## src/rtl/instr_prefetch_queue.sv

```systemverilog
// Fetch-stage prefetch queue: sequential reads into a DEPTH-entry FIFO.
// Define PREFETCH_BYPASS_EN to forward a response straight to the IR when empty.
module instr_prefetch_queue #(
  parameter int DATA_W = 32,
  parameter int ADDR_W = 8,
  parameter int DEPTH  = 4,
  localparam int CW    = $clog2(DEPTH + 1),
  localparam int IW    = $clog2(DEPTH)
) (
  input  logic              clk,
  input  logic              reset,
  input  logic              redirect,
  input  logic [ADDR_W-1:0] redirect_addr,
  output logic [ADDR_W-1:0] mem_addr,
  output logic              mem_rd,
  input  logic              mem_rdy,
  input  logic [DATA_W-1:0] mem_data,
  output logic              ir_valid,
  output logic [DATA_W-1:0] ir_data,
  output logic [ADDR_W-1:0] ir_pc,
  input  logic              ir_take,
  output logic [CW-1:0]     count
);

  typedef enum logic [1:0] {
    REQ,
    WAIT,
    FULL,
    DISCARD
  } state_t;

  state_t state, state_nx;

  logic [ADDR_W-1:0] fetch_pc;
  logic [ADDR_W-1:0] addr_q;
  logic [IW-1:0]     wr_ptr;
  logic [IW-1:0]     rd_ptr;
  logic [DATA_W-1:0] data_q [DEPTH];
  logic [ADDR_W-1:0] pc_q [DEPTH];
  logic [DATA_W-1:0] hold_data;
  logic [ADDR_W-1:0] hold_pc;

  logic empty;
  logic rsp;
  logic pop;
  logic push;
  logic space;
  logic byp_hit;
  logic byp_take;

  assign empty = (count == '0);
  assign rsp   = (state == WAIT) && mem_rdy && !redirect;

`ifdef PREFETCH_BYPASS_EN
  assign byp_hit = rsp && empty;
`else
  assign byp_hit = 1'b0;
`endif

  assign byp_take = byp_hit && ir_take;
  assign pop      = ir_take && !empty && !redirect;
  assign push     = rsp && !byp_take;

  // A pop this cycle frees a slot for the read issued this cycle
  assign space    = (count < CW'(DEPTH)) || pop;
  assign mem_rd   = reset && !redirect && (state == REQ) && space;
  assign mem_addr = (state == REQ) ? fetch_pc : addr_q;

  always_comb begin
    ir_valid = !empty;
    ir_data  = empty ? hold_data : data_q[rd_ptr];
    ir_pc    = empty ? hold_pc : pc_q[rd_ptr];
    if (byp_hit) begin
      ir_valid = 1'b1;
      ir_data  = mem_data;
      ir_pc    = addr_q;
    end
  end

  always_comb begin
    state_nx = state;
    if (redirect) begin
      // A response landing with the redirect retires the outstanding read
      if ((state == WAIT || state == DISCARD) && !mem_rdy)
        state_nx = DISCARD;
      else
        state_nx = REQ;
    end else begin
      unique case (state)
        REQ:     state_nx = space ? WAIT : FULL;
        WAIT:    if (mem_rdy) state_nx = REQ;
        FULL:    if (count < CW'(DEPTH)) state_nx = REQ;
        DISCARD: if (mem_rdy) state_nx = REQ;
      endcase
    end
  end

  always_ff @(posedge clk or negedge reset) begin
    if (!reset) begin
      state     <= REQ;
      fetch_pc  <= '0;
      addr_q    <= '0;
      wr_ptr    <= '0;
      rd_ptr    <= '0;
      count     <= '0;
      hold_data <= '0;
      hold_pc   <= '0;
    end else begin
      state <= state_nx;
      if (mem_rd)
        addr_q <= fetch_pc;
      if (redirect) begin
        fetch_pc  <= redirect_addr;
        wr_ptr    <= '0;
        rd_ptr    <= '0;
        count     <= '0;
        hold_data <= '0;
        hold_pc   <= '0;
      end else begin
        if (rsp)
          fetch_pc <= fetch_pc + ADDR_W'(1);
        if (push)
          wr_ptr <= wr_ptr + IW'(1);
        if (pop)
          rd_ptr <= rd_ptr + IW'(1);
        count <= count + CW'(push) - CW'(pop);
        if (pop) begin
          hold_data <= data_q[rd_ptr];
          hold_pc   <= pc_q[rd_ptr];
        end else if (byp_take) begin
          hold_data <= mem_data;
          hold_pc   <= addr_q;
        end
      end
    end
  end

  always_ff @(posedge clk) begin
    if (push) begin
      data_q[wr_ptr] <= mem_data;
      pc_q[wr_ptr]   <= addr_q;
    end
  end

endmodule

```

## config.mk

```make
export PLATFORM = sky130hd
export DESIGN_NAME = instr_prefetch_queue
export DESIGN_NICKNAME = d
export VERILOG_FILES = /design/src/rtl/instr_prefetch_queue.sv
export SDC_FILE = /design/constraint.sdc
export NUM_CORES = 1
export LEC_CHECK = 0
export BUFFER_PORTS_ARGS = -buffer_cell sky130_fd_sc_hd__buf_2
export CORE_MARGIN = 5
export CORE_UTILIZATION = 60
export CTS_CLUSTER_SIZE = 12
export DETAILED_ROUTE_END_ITERATION = 7
export GPL_TIMING_DRIVEN = 0
export PLACE_DENSITY_LB_ADDON = 0.08
export SYNTH_ARGS = -nofsm -noshare
export SYNTH_HDL_FRONTEND = slang
export SYNTH_SLANG_ARGS = --single-unit
```

## constraint.sdc

```tcl
create_clock -name clk -period 7.3 [get_ports clk]
set_clock_uncertainty 0.1 [all_clocks]
set_input_delay 1.095 -clock clk [delete_from_list [all_inputs] [get_ports clk]]
set_output_delay 1.095 -clock clk [all_outputs]
set_load 0.05 [all_outputs]
```

# After elaboration in Yosys (flattened, before gate mapping)
# Memory sizes are Yosys's and may differ from the RTL's.
# Index checks and enable logic that the tools add are counted.
# classes
add_sub_neg	5
order_cmp	1
n_eq_ne	5
mux	22
reduce_logical	19
# op_table
operator	count
32-bit two-way mux	3
8-bit two-way mux	6
2-bit two-way mux	9
8-bit by 1-bit adder with 8-bit output, second input constant	1
1-bit logical AND	8
2-bit case mux with 3 select lines	1
2-bit by 1-bit adder with 2-bit output, second input constant	2
2-bit == test, second input constant	2
2-bit nonzero test	2
3-bit by 1-bit adder with 3-bit output	1
1-bit logical NOT	3
3-bit logical NOT	1
3-bit < comparator, second input constant	1
3-bit two-way mux	1
3-bit by 1-bit != test with 1-bit output, second input constant	1
3-bit != test, second input constant	1
3-bit by 1-bit subtractor with 3-bit output	1
2-bit by 1-bit == test with 1-bit output, second input constant	1
2-bit logical NOT	1
1-bit logical OR	2
1-bit two-way mux	2
2-bit AND reduction	1
2-bit OR reduction	1
# totals
reg_bits	65
ramBits	160
inputBits	45
wordCells	62
mem_count	2
# memory_table
name	words	word_bits	rd	rd_clocked_by_memory_dff	write_ports	line_no	rtl
data_q	4	32	1	0	1	38	logic [DATA_W-1:0] data_q [DEPTH];
pc_q	4	8	1	0	1	39	logic [ADDR_W-1:0] pc_q [DEPTH];

# Logic depth before layout (Yosys ltp)
# Gate-level depths: netlist of the first run.
# logic_depth
word_depth	8
depth_mapped	12

# Least setup slack after synthesis of the first run
# Ideal clock, no wire load.
# synth_timing
path_kind	input port to flip-flop
from	input port redirect
to	register count[2]
setup_ns	0.086
t_arrival_ns	3.072
path_slack_ns	4.042
cell_stages	11
path_cell_list	buf_2 nor2_1 clkbuf_1 ha_1 inv_1 ha_1 inv_1 fa_1 xor2_1 and2_2 nor3_1
# synth_via
elab_chain_len	5
# synth_rtl
item	line_no	rtl
start: declaration	12	input logic redirect,
1-bit logical NOT	52, 61	
1-bit logical AND	52	assign rsp = (state == WAIT) && mem_rdy && !redirect;
3-bit by 1-bit adder with 3-bit output	126	count <= count + CW'(push) - CW'(pop);
3-bit by 1-bit subtractor with 3-bit output	126	
3-bit two-way mux (*)	112	if (redirect) begin
end signal: assignment	126	
end: declaration	22	output logic [CW-1:0] count
# Every way passes the cells marked *; elsewhere a longest branch is shown, timed or not.
# A chain may end at the register's enable or synchronous reset.

# Worst setup path in the final report of the first run
# layout_timing
from	input port reset
to	output port mem_rd
# layout_via
elab_chain_len	3
# layout_rtl
item	line_no	rtl
start: declaration	11	input logic reset,
1-bit logical AND (3 in a row)	66	assign mem_rd = reset && !redirect && (state == REQ) && space;
end: declaration	15	output logic mem_rd,
# No other way between the ends.

==> summary.md, run 1 <==
| Metric | Value |
|---|---|
| Critical path type | `input pin to primary output` |
| Slew Viols, Final | `0` |
| Mapped Area | `9180 µm²` |
| DR iter-0 viols | `287` |
| Gr ovfl total | `0` |
| Seq/Total Area, Yosys | `70.1%` |
| CTS clk-pin slew, worst paths | `60 ps` |
| Max Cap Viol | `0` |
| Vias per cell | `6.03` |
| Initial antenna violation count | `0` |
| Critical-path maximum fanout | `42` |
| WP data required | `6110 ps` |
| Hold crit path type | `flop to flop` |
| Layout cell share with drive strength beyond 1 | `47.2%` |
| Vias in the first global route | `5156` |
| RSZ-0062 raised after global routing | `no` |
| Synth Flop Type | `edfxtp_1` |
| Synthesized flop and latch total | `225` |
| Fin crit period | `3710 ps` |
| Critical Path Start Type | `input pin` |
| Tot GR Track Use | `20.4%` |
| P_leak | `4.11 nW` |
| Commonest non-fill, non-tap cell in the layout | `edfxtp_1` |
| Clock Latency Late Sink | `490 ps` |
| Final Setup Violations | `0` |
| Tightest Pin Transition | `611 ps` |
| Arr. time, crit path | `2520 ps` |
| Most frequent cells in the layout | `edfxtp_1, buf_2, dfrtp_1` |
| Syn nets | `530` |
| Slew headroom | `59.3%` |
| Fin crit share | `50.8%` |
| Die width | `134 µm` |
| Die area | `17900 µm²` |
| Asr flop ratio synth | `28.9%` |
| Number of detailed-route iterations in the first pass | `5` |
| Post-DP HPWL | `11500 µm` |
| Die Ht | `134 µm` |
| Pin count of the biggest net entering global routing | `43` |
| Top Ports | `98` |
| Setup crit end kind | `primary output` |
| Inserted Diodes | `0` |
| Final Power | `4.62 mW` |
| Area delta synth->final | `16.4%` |
| Vias | `4857` |
| Synthesized instance count | `477` |
| First-pass GRT wire length | `28300 µm` |
| TritonCTS clock tree | `done` |
| CTS resizes | `0` |
| Cell area power density | `432 nW/µm²` |
| Postcts setup bufs | `0` |
| Final WL | `17600 µm` |
| Antenna Nets Post-Route | `0` |
| Fin nets | `657` |
| Worst vdd rail ir drop | `0.000398 V` |
| CTS Buffer Depth | `3` |
| Outcome | `finished clean` |
| CTS Buf Count | `23` |
| Num rows | `45` |
| Fmax | `0.269 GHz` |
| Distinct cells, synth | `41` |
| I/O Buffers | `97` |
| RePlAce Congestion | `0.843` |
| Post-CTS Hold Fix Bufs | `0` |
| FILL cells | `1007` |
| EDFF count, synth | `160` |
| Post-Route Setup TNS | `0 ps` |
| Syn. warnings | `0` |
| Final hold viol count | `0` |
| Sink Count | `225` |
| Initial Utilization | `60.8%` |
| Root Buffer | `clkbuf_16` |
| Core ar. | `15100 µm²` |
| CTS H-tree depth | `1` |
| Avg Cell Area, Syn | `19.2 µm²` |
| Routed length per instance | `21.9 µm` |
| Remaining DRCs | `0` |
-- power breakdown --
group          leakage [nW]  internal [mW]  switching [mW]
Combinational          1.48          0.692            1.24
Sequential             2.30           1.54           0.102
Clock                 0.323          0.611           0.435
-- worst max-delay path: stages --
cell and delay (ps):
buf_4 340, buf_16 270, nand4_2 360, inv_1 130
buf_2 270
-- layout make-up --
type | instances | area [µm²] | share of cell area (%)
Buffer | 27 | 221 | 2.07
Clock buffer | 37 | 658 | 6.16
Clock inverter | 2 | 8.76 | 0.0820
Inverter | 7 | 26.3 | 0.246
Multi-Input combinational cell | 218 | 2500 | 23.4
Sequential cell | 225 | 6430 | 60.2
Tap cell | 188 | 235 | 2.20
Timing Repair Buffer | 102 | 596 | 5.58
-- synth_stat cells (2+ instances only) --
| cell type | number | area (µm²) |
|---|---|---|
| a22o_1 | 2 | 17.5 |
| nand2b_1 | 2 | 12.5 |
| nor2_1 | 11 | 41.3 |
| mux2i_1 | 2 | 20.0 |
| nor2b_1 | 2 | 12.5 |
| inv_1 | 7 | 26.3 |
| nand2_1 | 9 | 33.8 |
| o31ai_1 | 2 | 15.0 |
| o21ai_0 | 6 | 30.0 |
| ha_1 | 7 | 87.6 |
| buf_2 | 6 | 30.0 |
| and2_1 | 4 | 25.0 |
| mux4_2 | 40 | 901 |
| buf_6 | 11 | 124 |
| dfrtp_1 | 65 | 1630 |
| edfxtp_1 | 160 | 4800 |
| nand3_1 | 7 | 35.0 |
| or4_1 | 5 | 37.5 |
| a22o_2 | 38 | 380 |
| o211ai_1 | 3 | 22.5 |
| clkbuf_1 | 7 | 26.3 |
| xor2_1 | 5 | 43.8 |
| clkbuf_8 | 3 | 41.3 |
| mux2_2 | 56 | 631 |
-- metal layers --
metal	vias to the layer above	global-route usage, %	part of all wire [%]
met5	-	0	0
met4	0	3.77	1.5
met3	28	3.89	5.3
met2	139	33.6	50
met1	2523	29.4	43
li1	2167	-	-
-- registers in the layout, indices dropped and copies added, names as in the netlist --
name	count
hold_data	32
state	2
pc_q	32
rd_ptr	2
addr_q	8
hold_pc	8
count	3
wr_ptr	2
data_q	128
fetch_pc	8
-- worst paths after layout --
check / startpoint / endpoint / slack (ps) / depth (start not counted)
max: reset / mem_rd / 3590 / 5
min reg2reg: hold_data[1]$_DFFE_PN0P_ / hold_data[1]$_DFFE_PN0P_ / 400 / 1
min: hold_data[1]$_DFFE_PN0P_ / hold_data[1]$_DFFE_PN0P_ / 400 / 1
max reg2reg: count[2]$_DFF_PN0_ / count[2]$_DFF_PN0_ / 4060 / 11
min in group asynchronous: reset / hold_data[15]$_DFFE_PN0P_ / 430 / 1
max in group asynchronous: reset / fetch_pc[5]$_DFFE_PN0P_ / 6090 / 2
-- kinds of logic after synthesis --
group           count (synthesis)  synth area share (%)
mux                            98                  16.9
flops                         225                  70.1
fa+ha+maj                       8                  1.17
simple gates                   51                  3.07
compound gates                 55                  5.51
buf+inv                        34                  2.70
xor+xnor                        6                 0.573
-- through the flow --
stage / hold slack (ps) / setup slack, ps / utilization, % / cells / instance area, µm²
global placement: 380 / 2600 / 65.6 / 762 / 9900
global route: 415 / 3400 / 70.8 / 806 / 10700
CTS: 401 / 3520 / 70.8 / 806 / 10700
floorplan: 362 / 4040 / - / 477 / 9180
detailed placement: 380 / 3310 / 66.4 / 767 / 10000
finish: 399 / 3590 / 70.8 / 806 / 10700
No activity file was read; power rests on OpenSTA's default activity.
==> run 2, diff against run 1 <==
--- a/config.mk
+++ b/config.mk
@@ -5,9 +5,10 @@
 export SDC_FILE = /design/constraint.sdc
 export NUM_CORES = 1
 export LEC_CHECK = 0
+export ABC_AREA = 1
 export BUFFER_PORTS_ARGS = -buffer_cell sky130_fd_sc_hd__buf_2
 export CORE_MARGIN = 5
-export CORE_UTILIZATION = 60
+export CORE_UTILIZATION = 53
 export CTS_CLUSTER_SIZE = 12
 export DETAILED_ROUTE_END_ITERATION = 7
 export GPL_TIMING_DRIVEN = 0
==> constraint.sdc (replaced) <==
create_clock -name clk -period 3 [get_ports clk]
set_clock_uncertainty 0.1 [all_clocks]
set_input_delay 0.45 -clock clk [delete_from_list [all_inputs] [get_ports clk]]
set_output_delay 0.45 -clock clk [all_outputs]
set_load 0.05 [all_outputs]
==> summary.md, run 2 <==
| Metric | Value |
|---|---|
| Layout cell share with drive strength beyond 1 | `18.5% (-29 points)` |
| Fmax | `0.359 GHz` |
| Vias in the first global route | `6789 (+32%)` |
| Sequential cell area | `6430 µm² (unchanged)` |
| Synth Flop Type | `edfxtp_1` |
| Top post-synthesis cells by count | `nand2_1, edfxtp_1, nor2_1` |
| Most frequent cells in the layout | `nand2_1, edfxtp_1, buf_2` |
| Pint | `6.98 mW (+150%)` |
| Mapped Area | `9620 µm² (+4.8%)` |
| Seq/Total Area, Yosys | `66.9% (-3.2 points)` |
| Outcome | `finished clean` |
| Avg Cell Area, Syn | `10.5 µm² (-45%)` |
| Die Ht | `145 µm (+8.2%)` |
| Switching fraction of total power | `45.2% (+6.8 points)` |
| Buf/Inv on CP | `3 (-1)` |
| Final WL | `22100 µm (+25%)` |
| Regs by FF count | `data_q: 128 flops, hold_data: 32 flops, pc_q: 32 flops` |
| Top post-synthesis cells by area | `edfxtp_1, dfrtp_1, nand2_1` |
| Setup crit end kind | `primary output` |
| DR iter-0 viols | `501 (+75%)` |
| Fin crit period | `2780 ps` |
| Top Ports | `98 (unchanged)` |
| Largest stage delay, worst path | `450 ps (+90 ps)` |
| TritonCTS clock tree | `done` |
| Vias per cell | `5.24 (-13%)` |
| Post-DP HPWL | `14400 µm (+25%)` |
| CTS Buffer Depth | `3 (unchanged)` |
| CTS H-tree depth | `1 (unchanged)` |
| WP data required | `2450 ps (-3660 ps)` |
| I/O Buffers | `96 (-1.0%)` |
| Initial Utilization | `53.7% (-7.1 points)` |
| Fin nets | `1097 (+67%)` |
| Critical path type | `flop to primary output` |
| FILL cells | `1475 (+46%)` |
| CTS Buf Count | `24 (+4.3%)` |
| Commonest non-fill, non-tap cell in the layout | `nand2_1` |
| CP cell instances | `buf_2 -> clkbuf_1 -> o21ai_0 -> nand2_1 -> nand2_1 -> nand2_1 -> buf_2` |
| CTS clk-pin slew, worst paths | `60 ps (about the same)` |
| Fin crit share | `92.8%` |
| Synthesized instance count | `915 (+92%)` |
| Max Cap Viol | `0 (unchanged)` |
| Tot GR Track Use | `21.8% (+1.3 points)` |
| RSZ-0062 raised after global routing | `no` |
| Final hold viol count | `0 (unchanged)` |
| Asr flop ratio synth | `28.9% (unchanged)` |
| Net Sw Power | `5.76 mW (+220%)` |
| Gr ovfl total | `0 (unchanged)` |
| Synth top area share | `50.0% (-2.4 points)` |
| Critical path's top delay family | `buffers and inverters` |
| Worst slack, placed | `242 ps (-3070 ps)` |
| Die area | `20900 µm² (+17%)` |
| Critical-path maximum fanout | `10 (-76%)` |
| Syn. warnings | `0 (unchanged)` |
| Critical Path Start Type | `flop` |
| Arr. time, crit path | `2230 ps (-290 ps)` |
| Synthesized flop and latch total | `225 (unchanged)` |
| Slew headroom | `42.2% (-17 points)` |
| Worst setup margin | `216 ps (-3370 ps)` |
| Flop pwr share | `31.5% (-4.1 points)` |
| Number of detailed-route iterations in the first pass | `5 (unchanged)` |
| Num rows | `49 (+8.9%)` |
| Cell area power density | `1120 nW/µm² (+160%)` |
| DP Area | `10500 µm² (+5.1%)` |
| Cell taking the most area after synthesis | `edfxtp_1` |
| Area occupied by multi-input gates | `2830 µm² (+13%)` |
| Area delta synth->final | `18.0%` |
| Final Setup Violations | `0 (unchanged)` |
| Cell mode on critical path | `nand2_1` |
| Routed length per instance | `17.1 µm (-22%)` |
| Tightest Pin Transition | `865 ps (+254 ps)` |
| Slew Viols, Final | `0 (unchanged)` |
| Comb power frac | `45.4% (+3.6 points)` |
| Initial antenna violation count | `0 (unchanged)` |
| Root Buffer | `clkbuf_16` |
| Antenna Nets Post-Route | `0 (unchanged)` |
| Most numerous cell in the Yosys netlist | `nand2_1` |
| First-pass GRT wire length | `35700 µm (+26%)` |
| Distinct cells, synth | `30 (-27%)` |
| EDFF count, synth | `160 (unchanged)` |
| Remaining DRCs | `0 (unchanged)` |
| Sink Count | `225 (unchanged)` |
| RePlAce Congestion | `0.784 (-7.1%)` |
| Worst vdd rail ir drop | `0.000816 V (+100%)` |
| Pin count of the biggest net entering global routing | `40 (-7.0%)` |
| Hold crit path type | `input pin to flop` |
| Core ar. | `17900 µm² (+19%)` |
| Die width | `145 µm (+8.2%)` |
| Final Cell Area | `11300 µm² (+6.3%)` |
| Syn nets | `968 (+83%)` |
| Clock power frac | `23.1% (+0.4 points)` |
| Clock Latency Late Sink | `510 ps (+20 ps)` |
| Vias | `6760 (+39%)` |
| Max reg flops | `128 (unchanged)` |
| P_leak | `4.95 nW (+20%)` |
| Critical-path top delay cell | `clkbuf_1` |
| Register with the most flip-flops | `data_q` |
| Inserted Diodes | `0 (unchanged)` |
==> run 2: cell types whose count changed in the layout (fill, tap and decap cells not counted), sizes merged, moves of 5 or more <==
cell | before | now
buf | 119 | 141
mux4 | 40 | 0
a22o | 40 | 0
nand3 | 7 | 15
o21a | 0 | 40
and2 | 5 | 0
o21ai | 6 | 103
inv | 7 | 34
nor2 | 12 | 98
nand2 | 9 | 330
mux2 | 56 | 0
or4 | 5 | 0
==> run 2: power groups by stage <==
stage                     registers, mW  logic, mW  clock network, mW
after floorplan                    4.06       4.24                  0
after global placement             4.06       5.73                  0
after detailed placement           4.07       5.81                  0
after CTS                          4.01       5.84               3.00
after global routing               4.06       6.30               3.14
final                              4.01       5.78               2.95
==> run 2: cells by family after synthesis <==
| group | synth area share (%) |
|---|---|
| buffers and inverters | 4.03 |
| xor gates and xnor gates | 0.273 |
| adders and majority gates | 1.12 |
| DFF | 66.9 |
| AOI/OAI and AO/OA | 9.56 |
| and+or+nand+nor | 18.1 |
==> run 2: worst register-to-register path: cells and delay by family (launching register included) <==
| family | cells | cell delay [ps] |
|---|---|---|
| AOI/OAI and AO/OA | 2 | 250 |
| adders and majority gates | 3 | 840 |
| buffers and inverters | 3 | 400 |
| DFF | 1 | 420 |
| and+or+nand+nor | 2 | 490 |
==> run 2: per-stage QoR <==
| stage | TNS [ps] | power [mW] | hold WS [ps] | instances | util, % |
|---|---|---|---|---|---|
| floorplan | -39110 | 8.29 | 54.4 | 915 | - |
| global placement | -300780 | 9.80 | 361 | 1240 | 58.0 |
| detailed placement | 0 | 9.88 | 314 | 1245 | 58.8 |
| CTS | 0 | 12.8 | 35.5 | 1291 | 63.4 |
| global route | 0 | 13.5 | 44.7 | 1291 | 63.4 |
| finish | 0 | 12.7 | 57.3 | 1291 | 63.4 |
==> run 2: per-layer routing <==
metal	global-route usage [%]	routed length, µm
met1	29.9	9450
met2	36.9	10800
met3	3.71	1470
met4	4.71	384
met5	0	0
==> run 2: what timing repair did <==
item	4_1_cts	5_1_grt
gates resized for setup	0	8
endpoints found under the hold margin	27	0
setup buffers	0	0
hold buffers	2	0
endpoints found under the setup margin	0	25
==> run 2: area by class of cell <==
cell class,count,share of cell area [%]
multi-input cells,609,24.9
clock buffers,40,6.36
plain buffers,47,2.29
clock inverters,4,0.606
well taps,229,2.52
repair buffers,103,5.47
flip-flops and latches,225,56.7
inverters,34,1.17
==> run 2: path summary, 6_finish.rpt <==
path / cells past startpoint / slack, ps / startpoint / end
hold / removal: 1 / 60 / mem_data[27] / data_q[0][27]$_DFFE_PP_
min in group asynchronous: 3 / 350 / reset / addr_q[0]$_DFFE_PN0P_
max in group asynchronous: 3 / 2190 / reset / hold_data[14]$_DFFE_PN0P_
hold reg to reg: 2 / 380 / hold_data[6]$_DFFE_PN0P_ / hold_data[6]$_DFFE_PN0P_
setup reg to reg: 10 / 370 / state[0]$_DFFE_PN0P_ / count[2]$_DFF_PN0_
setup / recovery: 7 / 220 / rd_ptr[0]$_DFFE_PN0P_ / ir_data[1]
==> run 3, diff against run 2 <==
--- a/config.mk
+++ b/config.mk
@@ -8,11 +8,12 @@
 export ABC_AREA = 1
 export BUFFER_PORTS_ARGS = -buffer_cell sky130_fd_sc_hd__buf_2
 export CORE_MARGIN = 5
-export CORE_UTILIZATION = 53
+export CORE_UTILIZATION = 60
 export CTS_CLUSTER_SIZE = 12
 export DETAILED_ROUTE_END_ITERATION = 7
 export GPL_TIMING_DRIVEN = 0
 export PLACE_DENSITY_LB_ADDON = 0.08
+export REMOVE_ABC_BUFFERS = 1
 export SYNTH_ARGS = -nofsm -noshare
 export SYNTH_HDL_FRONTEND = slang
 export SYNTH_SLANG_ARGS = --single-unit
==> constraint.sdc (replaced) <==
create_clock -name clk -period 3.3 [get_ports clk]
set_clock_uncertainty 0.1 [all_clocks]
set_input_delay 0.495 -clock clk [delete_from_list [all_inputs] [get_ports clk]]
set_output_delay 0.495 -clock clk [all_outputs]
set_load 0.05 [all_outputs]
==> summary.md, run 3 (same netlist as run 2, synthesis figures left out) <==
| Metric | Value |
|---|---|
| Outcome | `finished clean` |
| Number of detailed-route iterations in the first pass | `5 (unchanged)` |
| Cell area power density | `996 nW/µm² (-11%)` |
| Crit Reg-Reg Endpoint | `count[2]$_DFF_PN0_` |
| Top Ports | `98 (unchanged)` |
| Largest stage delay, worst path | `730 ps (+280 ps)` |
| CP cell instances | `inv_8 -> nor2_1 -> nor2_1 -> o21ai_0 -> nand2_1 -> nand2_1 -> nand2_1 -> buf_2` |
| Root Buffer | `clkbuf_16` |
| Hold_ws | `120 ps (+62.4 ps)` |
| Vias in the first global route | `6356 (-6.4%)` |
| DR iter-0 viols | `545 (+8.8%)` |
| Final core occ | `69.5% (+6.1 points)` |
| Critical-path maximum fanout | `82 (+72)` |
| Worst vdd rail ir drop | `0.00106 V (+29%)` |
| Clock Latency Late Sink | `490 ps (-20 ps)` |
| Max reg flops | `128 (unchanged)` |
| Setup crit end kind | `primary output` |
| Slew headroom | `13.8% (-28 points)` |
| Max Cap Viol | `0 (unchanged)` |
| Slew Viols, Final | `0 (unchanged)` |
| RSZ-0062 raised after global routing | `no` |
| Final hold viol count | `0 (unchanged)` |
| Initial Utilization | `60.8% (+7.0 points)` |
| Post-Route Setup TNS | `0 ps (unchanged)` |
| First-pass GRT wire length | `33200 µm (-7.0%)` |
| Fin nets | `1052 (-4.1%)` |
| Hold Path Origin | `mem_data[15]` |
| Fin crit period | `3110 ps` |
| Num rows | `46 (-6.1%)` |
| Final WL | `21000 µm (-5.0%)` |
| CTS Buf Count | `23 (-4.2%)` |
| TritonCTS clock tree | `done` |
| RePlAce Congestion | `0.766 (-2.3%)` |
| Tightest Pin Transition | `1290 ps (+427 ps)` |
| Inst Count DP | `1186 (-4.7%)` |
| Vias per cell | `5.33 (+1.7%)` |
| Regs by FF count | `data_q: 128 flops, hold_data: 32 flops, pc_q: 32 flops` |
| Arr. time, crit path | `2520 ps (+290 ps)` |
| Sink Count | `225 (unchanged)` |
| Hold crit path type | `input pin to flop` |
| CTS Buffer Depth | `3 (unchanged)` |
| P_leak | `4.71 nW (-4.8%)` |
| Critical-path top delay cell | `dfrtp_4` |
| Vias | `6562 (-2.9%)` |
| Worst-case reg-to-reg path depth | `11 (+1)` |
| Area delta synth->final | `14.4%` |
| FILL cells | `1198 (-19%)` |
| Pin count of the biggest net entering global routing | `83 (+110%)` |
| Final Setup Violations | `0 (unchanged)` |
| Critical Path Start Type | `flop` |
| WP data required | `2700 ps (+250 ps)` |
| Tot GR Track Use | `23.0% (+1.3 points)` |
| Area occupied by multi-input gates | `2850 µm² (+0.75%)` |
| I/O Buffers | `97 (+1.0%)` |
| Reg2reg setup slack | `400 ps (+30 ps)` |
| Hold Path Stages | `1 (unchanged)` |
| R2R Path Start | `count[2]$_DFF_PN0_` |
| Cell mode on critical path | `nand2_1` |
| Routed length per instance | `17.1 µm (-0.44%)` |
| Gr ovfl total | `0 (unchanged)` |
| Critical path type | `flop to primary output` |
| Most frequent cells in the layout | `nand2_1, edfxtp_1, buf_2` |
| Layout cell share with drive strength beyond 1 | `15.6% (-3.0 points)` |
| Sequential cell area | `6440 µm² (+0.12%)` |
| Fmax | `0.321 GHz` |
| CTS H-tree depth | `1 (unchanged)` |
| Antenna Nets Post-Route | `0 (unchanged)` |
| Hold endpoint | `data_q[1][15]$_DFFE_PP_` |
| CTS clk-pin slew, worst paths | `60 ps (about the same)` |
| Core ar. | `15800 µm² (-12%)` |
| Commonest non-fill, non-tap cell in the layout | `nand2_1` |
| Die area | `18700 µm² (-11%)` |
| Remaining DRCs | `0 (unchanged)` |
| Post-DP HPWL | `11300 µm (-22%)` |
| Non-Filler Instances | `1232 (-4.6%)` |
| Register with the most flip-flops | `data_q` |
| Die Ht | `137 µm (-5.6%)` |
| Initial antenna violation count | `0 (unchanged)` |
| Fin crit share | `94.3%` |
| Die width | `137 µm (-5.6%)` |
run 3: worst max path at each step:
stage | from | to | slack, ps | depth (start not counted)
after floorplan | rd_ptr[0]$_DFFE_PN0P_ | ir_data[0] | -20 | 7
after global placement | redirect | data_q[3][19]$_DFFE_PP_ | -1700 | 4
after detailed placement | count[2]$_DFF_PN0_ | count[2]$_DFF_PN0_ | -220 | 11
after CTS | rd_ptr[0]$_DFFE_PN0P_ | ir_pc[0] | 30 | 8
after global routing | rd_ptr[0]$_DFFE_PN0P_ | ir_data[29] | 2 | 8
final | rd_ptr[0]$_DFFE_PN0P_ | ir_pc[2] | 190 | 8
run 3: where the power goes:
group / internal [mW] / switching (mW) / total [mW]
sequential: 3.43 / 0.463 / 3.89
clock: 1.32 / 0.968 / 2.29
combinational: 1.14 / 3.63 / 4.77
total: 5.89 / 5.06 / 11.0
run 3: layout make-up:
class | count | area share, %
inverter | 34 | 1.30
clock inverter | 1 | 0.0455
timing repair buffer | 104 | 5.82
sequential | 225 | 58.5
tap | 216 | 2.46
multi-input combinational | 611 | 25.9
antenna | 1 | 0.0228
clock buffer | 40 | 5.90
run 3: critical path, delay by kind of cell (launching register included):
| kind | cells | cell delay (ps) |
|---|---|---|
| DFF | 1 | 730 |
| AOI/OAI and AO/OA | 1 | 100 |
| and+or+nand+nor | 5 | 450 |
| buffers and inverters | 2 | 730 |
run 3: per-layer routing:
layer / vias to the layer above / routed length, µm / share of wire (%) / track usage, %
met2: 185 / 10000 / 48 / 38.4
met3: 24 / 1370 / 6.5 / 3.60
met1: 3137 / 9310 / 44 / 32.3
met5: - / 0 / 0 / 0
met4: 0 / 327 / 1.6 / 5.21
li1: 3216 / - / - / -
run 3: metrics by stage:
step	instance area, µm²	setup slack, ps	power (mW)
6_report	11000	189	11.0
5_1_grt	11000	2.01	11.6
4_1_cts	11000	28.5	11.0
3_5_place_dp	10300	-221	8.63
3_3_place_gp	10100	-1700	8.55
2_1_floorplan	9360	-21.2	7.34
run 3: timing repair:
item	in CTS	in global routing
resized for setup	2	3
hold buffers	1	0
pin swaps	1	0
cloned	2	0
setup endpoints to repair	42	39
setup buffers	1	0
hold endpoints to repair	15	0
